**src/rtl/decoder_pkg.sv**
```systemverilog
// Shared constants and helpers for the scanning one-hot decoder.
// Holds the mode encodings and the dwell counter width function.
package decoder_pkg;

    localparam logic MODE_DIRECT = 1'b0;
    localparam logic MODE_SCAN   = 1'b1;

    function automatic int dwell_cnt_w(input int dwell);
        if (dwell <= 2) return 1;
        return $clog2(dwell);
    endfunction

endpackage

```
**src/rtl/dwell_timer.sv**
```systemverilog
// Dwell counter for the scan decoder: counts 0..DWELL-1 while inc is high.
// tick marks the last dwell cycle; the count then returns to 0.
module dwell_timer
    import decoder_pkg::*;
#(
    parameter int DWELL = 4
) (
    input  logic clk,
    input  logic rst,
    input  logic clr,
    input  logic inc,
    output logic tick
);

    localparam int CW = dwell_cnt_w(DWELL);
    localparam logic [CW-1:0] LAST = CW'(DWELL - 1);
    localparam logic [CW-1:0] ONE  = CW'(1);

    logic [CW-1:0] r_cnt;

    assign tick = inc && (r_cnt == LAST);

    always_ff @(posedge clk) begin
        if (rst || clr) begin
            r_cnt <= '0;
        end else if (inc) begin
            r_cnt <= tick ? '0 : r_cnt + ONE;
        end
    end

endmodule

```
**src/rtl/decoder_scan.sv**
```systemverilog
// Registered one-hot decoder with DIRECT select and timed SCAN sweep.
// Define DECODER_SCAN_WRAP_EN to add the wrap pulse output.
module decoder_scan
    import decoder_pkg::*;
#(
    parameter int SEL_W = 2,
    parameter int DWELL = 4
) (
    input  logic                  clk,
    input  logic                  rst,
    input  logic                  en,
    input  logic                  mode,
    input  logic [SEL_W-1:0]      sel,
    output logic [(1<<SEL_W)-1:0] y,
    output logic [SEL_W-1:0]      cur_sel
`ifdef DECODER_SCAN_WRAP_EN
    ,
    output logic                  wrap
`endif
);

    localparam int N = 1 << SEL_W;
    localparam logic [N-1:0]     Y_ONE   = N'(1);
    localparam logic [SEL_W-1:0] SEL_ONE = SEL_W'(1);
    localparam logic [SEL_W-1:0] SEL_MAX = '1;

    logic [N-1:0]     r_y;
    logic [SEL_W-1:0] r_cur_sel;
    logic             r_wrap;
    // After reset nothing has been shown yet, so the first scan cycle
    // displays index 0 without consuming a dwell step.
    logic             r_fresh;

    logic             w_direct;
    logic             w_scan;
    logic             w_inc;
    logic             w_tick;
    logic [SEL_W-1:0] w_next;

    assign w_direct = en && (mode == MODE_DIRECT);
    assign w_scan   = en && (mode == MODE_SCAN);
    assign w_inc    = w_scan && !r_fresh;
    assign w_next   = r_cur_sel + SEL_ONE;

    dwell_timer #(
        .DWELL (DWELL)
    ) u_dwell (
        .clk  (clk),
        .rst  (rst),
        .clr  (w_direct),
        .inc  (w_inc),
        .tick (w_tick)
    );

    always_ff @(posedge clk) begin
        if (rst) begin
            r_y       <= '0;
            r_cur_sel <= '0;
            r_wrap    <= 1'b0;
            r_fresh   <= 1'b1;
        end else if (!en) begin
            r_y    <= '0;
            r_wrap <= 1'b0;
        end else if (w_direct) begin
            r_y       <= Y_ONE << sel;
            r_cur_sel <= sel;
            r_wrap    <= 1'b0;
            r_fresh   <= 1'b0;
        end else begin
            r_fresh <= 1'b0;
            if (w_tick) begin
                r_y       <= Y_ONE << w_next;
                r_cur_sel <= w_next;
                r_wrap    <= (r_cur_sel == SEL_MAX);
            end else begin
                r_y    <= Y_ONE << r_cur_sel;
                r_wrap <= 1'b0;
            end
        end
    end

    assign y       = r_y;
    assign cur_sel = r_cur_sel;

`ifdef DECODER_SCAN_WRAP_EN
    assign wrap = r_wrap;
`else
    logic w_wrap_unused;
    assign w_wrap_unused = r_wrap;
`endif

endmodule

```
**config.mk**
```make
export PLATFORM = sky130hd
export DESIGN_NAME = decoder_scan
export DESIGN_NICKNAME = d
export VERILOG_FILES = /design/src/rtl/decoder_pkg.sv /design/src/rtl/dwell_timer.sv /design/src/rtl/decoder_scan.sv
export SDC_FILE = /design/constraint.sdc
export NUM_CORES = 1
export LEC_CHECK = 0
export ABC_AREA = 1
export CAP_MARGIN = 5
export CORE_AREA = 3 3 40 42
export CTS_BUF_LIST = sky130_fd_sc_hd__clkbuf_8
export DETAILED_ROUTE_END_ITERATION = 8
export DIE_AREA = 0 0 43 45
export MAX_ROUTING_LAYER = met4
export SYNTH_ARGS = -nofsm -noshare
export SYNTH_HDL_FRONTEND = slang
export SYNTH_HIERARCHICAL = 1
export SYNTH_SLANG_ARGS = --single-unit
```
**constraint.sdc**
```tcl
create_clock -name clk -period 5.11 [get_ports clk]
set_input_delay 1.533 -clock clk [delete_from_list [all_inputs] [get_ports clk]]
set_output_delay 1.533 -clock clk [all_outputs]
set_load 0.01 [all_outputs]
```
## Word level (Yosys, flattened, before mapping)

Cells that the tools add are included.

| storage, ports and cells | value |
|---|---|
| bits in registers | 9 |
| input port bits | 6 |
| output and inout bits | 6 |
| word-level logic and storage cells | 26 |

| operators by class | value |
|---|---|
| add/sub/neg operators | 2 |
| eq/ne operators | 1 |
| shift operators | 3 |
| muxes and demuxes | 5 |
| bitwise gates (word level) | 2 |
| reduce and logical (&&, ||, !) cells | 9 |

Operators by type and width:

| cell | number |
|---|---|
| $shl 1x2->4 const A | 3 |
| $mux 4 | 2 |
| $mux 2 | 3 |
| $add 2x1->2 const B | 2 |
| $logic_and 1x1->1 | 4 |
| $eq 2x2->1 const B | 1 |
| $not 1->1 | 2 |
| $reduce_and 2->1 | 1 |
| $reduce_bool 2->1 | 1 |
| $reduce_or 2->1 | 1 |
| $logic_not 1->1 | 1 |
| $logic_or 1x1->1 | 1 |

## Logic depth before layout (Yosys ltp)

Gate-level depths: netlist of the first run.

| depth | value |
|---|---|
| depth in word-level cells | 5 |
| gate-level depth with buffers | 10 |
| gate-level depth less buffers | 10 |

## Cells and area by module

Netlist of the first run, hierarchy kept.

By module, submodules not included:

| module | times used | cells each | area an instance (sq um) | sequential area each (sq um) |
|---|---|---|---|---|
| decoder_scan | 1 | 49 | 334.1 | 140.1 |
| dwell_timer | 1 | 16 | 105.1 | 40.0 |

## Worst setup path before layout of the first run

Ideal clock, no wire load.

| timing | value |
|---|---|
| kind | input-to-reg |
| from | input port en |
| to | register r_y[0], in the netlist y[0] |
| library setup time | 116 ps |
| arrival | 2537 ps |
| required time | 4994 ps |
| slack | 2457 ps |
| stages | 9 |
| buffers on the path | 0 |
| path through | inv_2 nor3_1 nand2_1 inv_1 inv_1 o21ai_2 nor2_2 nor2_1 nor2_1 |

| between the ends | value |
|---|---|
| word-level cells in the longest chain between the ends | 5 |
| elaborated cells between the ends (all ways) | 8 |
| those cells by class | mux: 2; bitwise: 1; reduce/logical: 5 |

Ends and longest elaborated chain:

| what | line | source |
|---|---|---|
| start, declared | decoder_scan.sv:11 | `input logic en,` |
| $logic_and 1x1->1 | decoder_scan.sv:41 | `assign w_scan = en && (mode == MODE_SCAN);` |
| $logic_and 1x1->1 | decoder_scan.sv:42 | `assign w_inc = w_scan && !r_fresh;` |
| net w_inc | decoder_scan.sv:36 | `logic w_inc;` |
| $logic_and 1x1->1 | dwell_timer.sv:21 | `assign tick = inc && (r_cnt == LAST);` |
| net w_tick | decoder_scan.sv:37 | `logic w_tick;` |
| $mux 4 | decoder_scan.sv:71 | `if (w_tick) begin` |
| $mux 4 | decoder_scan.sv:64 | `end else if (w_direct) begin` |
| end signal, assigned | decoder_scan.sv:65 | `r_y <= Y_ONE << sel;` |
| end signal, assigned | decoder_scan.sv:72 | `r_y <= Y_ONE << w_next;` |
| end signal, assigned | decoder_scan.sv:76 | `r_y <= Y_ONE << r_cur_sel;` |
| end, declared | decoder_scan.sv:27 | `logic [N-1:0] r_y;` |

The timed path passes the listed nets, and every way through them passes these cells.
A chain may end at the register's enable or synchronous reset.

## Worst setup path in the final report of the first run

| timing | value |
|---|---|
| from | input port en |
| to | register r_y[2], in the netlist y[2] |

Same word-level chain as after synthesis.

==> results by group, run 1 <==
Timing
  – Post-route clock skew: 0.000729 ns
  – WHS: approximately 0.45 ns
  – Slew Viols, Final: 0
  – Worst-margin pin slew: between 0.4 and 0.5 ns
  – Period utilization: a little over three fifths
  – Final critical-path required period: 3.21 ns
  – Fin Setup TNS: 0 ns
  – Fmax: about 0.31 GHz
  – Hold Vio Cnt, Final: 0
  – Final worst slack: around 1.9 ns
  – Slew HR: 67.1%
  – Final setup violation count: 0
  – RSZ-0062 raised after global routing: no

Clock network
  – Clk root buf: clkbuf_8
  – Post-CTS sizing: 0
  – CTS max path bufs: 2
  – Clock transition at path regs: 0.04 ns
  – CTS tree: built
  – Clock Latency Late Sink: approximately 0.23 ns
  – Post-CTS Hold Buffers: 0
  – Post-CTS setup buffers: 0
  – H-tree levels: 1
  – TritonCTS Buffers: 3
  – # clock sinks: 9

Drt
  – Routed Antenna Nets: 0
  – DRC Markers: 0
  – DR vias: ~430
  – Average vias per placed instance: ~4.6
  – Drt wl/cell: approximately 9.7 um
  – DRT Pass-1 Iters: 2
  – Starting DRT DRC Count: 6
  – Final wirelength: 924 um

Power and ir drop
  – Maximum VDD drop: between 150 and 200 uV
  – Tot Pwr: 0.000181 W
  – Clock power frac: approximately 45%
  – Reg power frac: between 40% and 50%
  – Combinational share of power: a little over an eighth
  – LEAKAGE: 0.268 nW
  – Sw Ratio: between 20% and 30%
  – Switching Power: approximately 0.000043 W
  – Internal Power: 0.000138 W
  – Pwr dens: approximately 290 mW/mm^2

Synth
  – Portion of netlist area occupied by mux cells: 0%
  – Yosys warns: 6
  – Synth Area in Simple Gates: 36.8%
  – Synth area leaders: dfxtp_1 41%, nand2_1 14%, nor2_1 13%
  – Most common cell in the netlist: nand2_1
  – Net Count, Synth: approximately 70
  – Synth top cells by count: 16 x nand2_1, 15 x nor2_1, 9 x dfxtp_1
  – Compound-Gate Fraction of Synth Area: about an eighth
  – Syn Std Cell Area: approximately 440 sq um
  – Adder-cell area share of the yosys netlist: between 2 and 3%
  – Post-synthesis xor/xnor area fraction: 0%
  – Mapped Avg Cell Area: a little under 7 sq um
  – Yosys top cell by area: dfxtp_1
  – Gate count of the mapped netlist: 65
  – Post-synthesis register bit count: 9
  – Ys async rst share: 0%
  – Area fraction of the dominant cell type after synthesis: between 40% and 50%
  – Main synth FF type: dfxtp_1
  – Number of synthesized flops with an enable pin: 0
  – Count of cell types in the netlist: 17
  – Largest family of logic cells by synthesized area: simple AND/OR/NAND/NOR gates
  – Sequential area share after synthesis: between 40% and 50%

Floorplanning
  – Die area: just under 0.002 sq mm
  – I/O pin count: 12
  – Initial Utilization: approximately a third
  – Row count: 13
  – Total core area: between 0.001 and 0.0015 sq mm
  – Die Y: 45 um
  – Die W: approximately 43 um

Critical path
  – CP arrival: approximately 3.3 ns
  – CP required: roughly 5.2 ns
  – Crit-path max FO: 7
  – CP Capture Type: flop
  – Critical path class: in -> reg
  – CP Launch Type: input pin

Global routing
  – Grt total ovfl: 0
  – First-pass GRT wire length: between 1.5 and 2 mm
  – Initial antenna violation count: 0
  – Largest net degree at the start of global routing: 8
  – Total track usage: approximately an eighth
  – Number of global-route vias before repair: 400

Placement
  – Gpl congestion: 0.904
  – Detailed Place HPWL: 717 um
  – Buffers on Ports: 11
  – Placement Setup Slack: around 1.7 ns
  – Area post-placement: around 570 sq um

Final layout
  – Share of cells above drive strength 1: between 10 and 15%
  – Nets: roughly 90
  – Synth-to-layout area growth: 39.6%
  – Finished Cell Area: between 600 and 700 sq um
  – N_diodes: 0

Worst hold path
  – Min-delay worst type: reg -> reg

Run
  – Max Cap Viol: 0

Run status
  – Status: completed
## layout by cell type, fill, tap and decap left out
| cell | count |
|---|---|
| o21ai_2 | 1 |
| inv_2 | 2 |
| o211ai_1 | 1 |
| nand2_1 | 16 |
| nand2_2 | 1 |
| o22ai_1 | 1 |
| a21oi_1 | 3 |
| nor2_4 | 1 |
| nor2_1 | 15 |
| a21oi_2 | 1 |
| nand3_1 | 2 |
| clkdlybuf4s50_1 | 11 |
| o21ai_0 | 1 |
| ha_1 | 1 |
| dfxtp_1 | 9 |
| nor3_1 | 1 |
| nor2_2 | 2 |
| clkbuf_8 | 3 |
| inv_1 | 8 |
## worst max-delay path: stages
cell,delay (ns)
clkdlybuf4s50_1,0.51
inv_2,0.09
nor3_1,0.43
nand2_1,0.10
inv_1,0.14
inv_1,0.09
o21ai_2,0.19
nor2_2,0.04
nor2_1,0.13
nor2_1,0.06
## final timing paths
| check | start | slack [ns] | cells past startpoint | endpoint |
|---|---|---|---|---|
| worst max-delay path | en | 1.90 | 10 | y[2] |
| worst min-delay path | r_fresh | 0.45 | 2 | r_fresh |
| worst max register to register | r_fresh | 3.50 | 8 | y[2] |
| worst min register to register | r_fresh | 0.45 | 2 | r_fresh |
## cell type report
cell class	instances	area, sq um
fillers	133	672
multi-input cells	47	225
flip-flops and latches	9	180
repair buffers	11	110
clock buffers	3	41.3
inverters	9	33.8
well taps	15	18.8
clock inverters	1	3.75
## power groups by stage
stage | Sequential [W] | Combinational (W) | Clock [W]
4_1_cts | 0.0000754 | 0.0000250 | 0.0000820
3_3_place_gp | 0.0000767 | 0.0000245 | 0
6_report | 0.0000755 | 0.0000248 | 0.0000805
2_1_floorplan | 0.0000774 | 0.0000127 | 0
5_1_grt | 0.0000757 | 0.0000277 | 0.0000859
3_5_place_dp | 0.0000767 | 0.0000248 | 0
## cell families (layout without fill, tap and decap cells)
| logic type | count (synthesis) | count (layout) |
|---|---|---|
| AO/OA/AOI/OAI | 8 | 8 |
| adder cells (fa/ha/maj) | 1 | 1 |
| AND/OR/NAND/NOR | 38 | 38 |
| flip-flops | 9 | 9 |
| buffers and inverters | 9 | 24 |
## per-layer routing
| layer | GRT usage (%) | up-vias | routed length (um) |
|---|---|---|---|
| met5 | - | - | 0 |
| met4 | 9.04 | 0 | 22 |
| met3 | 2.39 | 4 | 39 |
| met2 | 17.1 | 10 | 412 |
| met1 | 14.4 | 187 | 449 |
| li1 | - | 232 | - |
## stage by stage
| stage | instances | utilization [%] |
|---|---|---|
| floorplan | 65 | - |
| global placement | 91 | 44.2 |
| detailed placement | 91 | 44.2 |
| CTS | 95 | 47.7 |
| global route | 95 | 47.7 |
| finish | 95 | 47.7 |
## flip-flops by register name, indices dropped and copies added (netlist names)
name,flops
cur_sel,2
y,4
r_fresh,1
u_dwell/r_cnt,2
Note: power is estimated with default switching activity, not from simulation.
==> run 2: changes to the inputs <==
Clock period 5.11 ns to 3 ns, I/O delays scaled along.
==> results by group, run 2 (same netlist as run 1, synthesis figures left out) <==
Run status
  – Status: completed

Worst hold path
  – Min-delay worst type: reg -> reg

Clock network
  – # clock sinks: 9 (unchanged)
  – Clock Latency Late Sink: 0.23 ns (about the same)
  – H-tree levels: 1 (unchanged)
  – Clock transition at path regs: 0.05 ns (about the same)
  – TritonCTS Buffers: 3 (unchanged)
  – Post-CTS setup buffers: 0 (unchanged)
  – Post-CTS Hold Buffers: 0 (unchanged)
  – Post-CTS sizing: 0 (unchanged)
  – CTS tree: built
  – Clk root buf: clkbuf_8
  – CTS max path bufs: 2 (unchanged)

Critical path
  – Crit-path max FO: 7 (unchanged)
  – CP required: 3.12 ns (-2.11 ns)
  – RR Endpoint: y[2]
  – CP Capture Type: flop
  – Bufs and invs on worst path: 4 (unchanged)
  – Worst setup endpoint: y[2]
  – Crit. Startpoint: en
  – R2R Setup Slk: 1.62 ns (-1.88 ns)
  – CP Depth: 10 (unchanged)
  – Critical path class: in -> reg
  – CP arrival: 2.46 ns (-0.87 ns)
  – CP Launch Type: input pin
  – Cells on worst reg2reg path: 8 (unchanged)
  – Slowest CP cell: clkdlybuf4s50_1
  – Family with the most delay on the worst path: buffers and inverters
  – FF-to-FF Start: r_fresh
  – Critical-path cell list: clkdlybuf4s50_1 > inv_2 > nor3_1 > nand2_1 > inv_1 > inv_1 > o21ai_2 > nor2_2 > nor2_1 > nor2_1
  – Crit-path max cell delay: 0.51 ns (about the same)

Final layout
  – Finished Layout Cells: 96 (+1.1%)
  – Share of cells above drive strength 1: 14.8% (+1.1 points)
  – Filler cells: 151 (+14%)
  – Most common cell after layout, fill and taps aside: nand2_1
  – Max reg flops: 4 (unchanged)
  – Most frequent cells in the layout: 16 x nand2_1, 15 x nor2_1, 11 x clkdlybuf4s50_1
  – Multi-input gate area: 225 sq um (unchanged)
  – N_diodes: 0 (unchanged)
  – Synth-to-layout area growth: 41.3%
  – Register area: 180 sq um (unchanged)
  – Finished Cell Area: 621 sq um (+1.2%)
  – Nets: 89 (+1.1%)

Power and ir drop
  – LEAKAGE: 0.273 nW (+2.0%)
  – Internal Power: 0.000235 W (+71%)
  – Pwr dens: 495 mW/mm^2 (+68%)
  – Switching Power: 0.0000722 W (+68%)
  – Sw Ratio: 23.5% (-0.33 points)
  – Reg power frac: 41.9% (+0.2 points)
  – Clock power frac: 44.4% (-0.2 points)
  – Maximum VDD drop: 253 uV (+62%)
  – Combinational share of power: 13.8% (about the same)

Placement
  – Area post-placement: 576 sq um (+1.3%)
  – Placement Setup Slack: 0.428 ns (-1.29 ns)
  – Detailed Place HPWL: 673 um (-6.2%)
  – Placed Instances: 92 (+1.1%)
  – Gpl congestion: 0.785 (-13%)
  – Buffers on Ports: 11 (unchanged)

Floorplanning
  – Die W: 43 um (unchanged)
  – Total core area: 0.00128 sq mm (unchanged)
  – Die area: 0.00194 sq mm (unchanged)
  – I/O pin count: 12 (unchanged)
  – Initial Utilization: 34.2% (unchanged)
  – Die Y: 45 um (unchanged)
  – Row count: 13 (unchanged)

Global routing
  – Largest net degree at the start of global routing: 8 (unchanged)
  – Initial antenna violation count: 0 (unchanged)
  – First-pass GRT wire length: 1.60 mm (-1.7%)
  – Total track usage: 11.5% (-0.27 points)
  – Grt total ovfl: 0 (unchanged)
  – Number of global-route vias before repair: 390 (-2.5%)

Timing
  – Slew HR: 82.5% (+15 points)
  – Worst-margin pin slew: 0.260 ns (-0.230 ns)
  – Post-route clock skew: 0.00836 ns (+0.00764 ns)
  – RSZ-0062 raised after global routing: no
  – Fmax: approximately 0.43 GHz
  – Fin Setup TNS: 0 ns (unchanged)
  – Slew Viols, Final: 0 (unchanged)
  – Final critical-path required period: 2.34 ns
  – Final setup violation count: 0 (unchanged)
  – Hold Vio Cnt, Final: 0 (unchanged)
  – Final worst slack: 0.656 ns (-1.25 ns)
  – Period utilization: between 70 and 80%

Drt
  – Final wirelength: 880 um (-4.8%)
  – DRT Pass-1 Iters: 4 (+2)
  – DRC Markers: 0 (unchanged)
  – Routed Antenna Nets: 0 (unchanged)
  – Average vias per placed instance: 4.53 (-0.58%)
  – DR vias: 435 (+0.46%)
  – Drt wl/cell: 9.17 um (-5.8%)
  – Starting DRT DRC Count: 8 (+2)

Run
  – Max Cap Viol: 0 (unchanged)
## run 2: changes by cell type in the layout (fill, tap and decap cells not counted), sizes merged
cell	delta
buf	+1
## run 2: final cells by class
type	count	share of cell area, %
Clock buffer	3	6.65
Clock inverter	1	0.605
Inverter	9	5.44
Multi-Input combinational cell	47	36.3
Sequential cell	9	29.0
Tap cell	15	3.02
Timing Repair Buffer	12	19.0
## run 2: per-layer routing
metal  up-vias  GRT usage, %  wire, um
met1       189          13.6       425
met3         2          4.78        53
met4         0          7.23        12
met5         -             -         0
li1        234             -         -
met2        10          16.2       389
## run 2: worst min path at each step
stage               startpoint  endpoint  slack (ns)  cells after the start
floorplan              r_fresh   r_fresh        0.42                      2
global placement       r_fresh   r_fresh        0.45                      2
detailed placement     r_fresh   r_fresh        0.45                      2
CTS                    r_fresh   r_fresh        0.46                      2
global route           r_fresh   r_fresh        0.48                      2
finish                 r_fresh   r_fresh        0.45                      2
## run 2: per-stage QoR
| stage | total power [W] | hold slack [ns] | util (%) |
|---|---|---|---|
| after floorplan | 0.000154 | 0.420 | - |
| after global placement | 0.000173 | 0.446 | 44.8 |
| after detailed placement | 0.000173 | 0.448 | 44.8 |
| after CTS | 0.000312 | 0.458 | 48.3 |
| after global routing | 0.000324 | 0.484 | 48.3 |
| final | 0.000307 | 0.455 | 48.3 |
## run 2: power by group through the flow
stage / clock [W] / sequential, W / combinational (W)
6_report: 0.000136 / 0.000129 / 0.0000424
5_1_grt: 0.000147 / 0.000129 / 0.0000475
4_1_cts: 0.000140 / 0.000128 / 0.0000429
3_5_place_dp: 0 / 0.000131 / 0.0000425
3_3_place_gp: 0 / 0.000131 / 0.0000426
2_1_floorplan: 0 / 0.000132 / 0.0000217
## run 2: tightest hold or removal path: stages (launching register included)
cell and delay (ns):
dfxtp_1 0.31, nand2_1 0.06, nand2_1 0.04
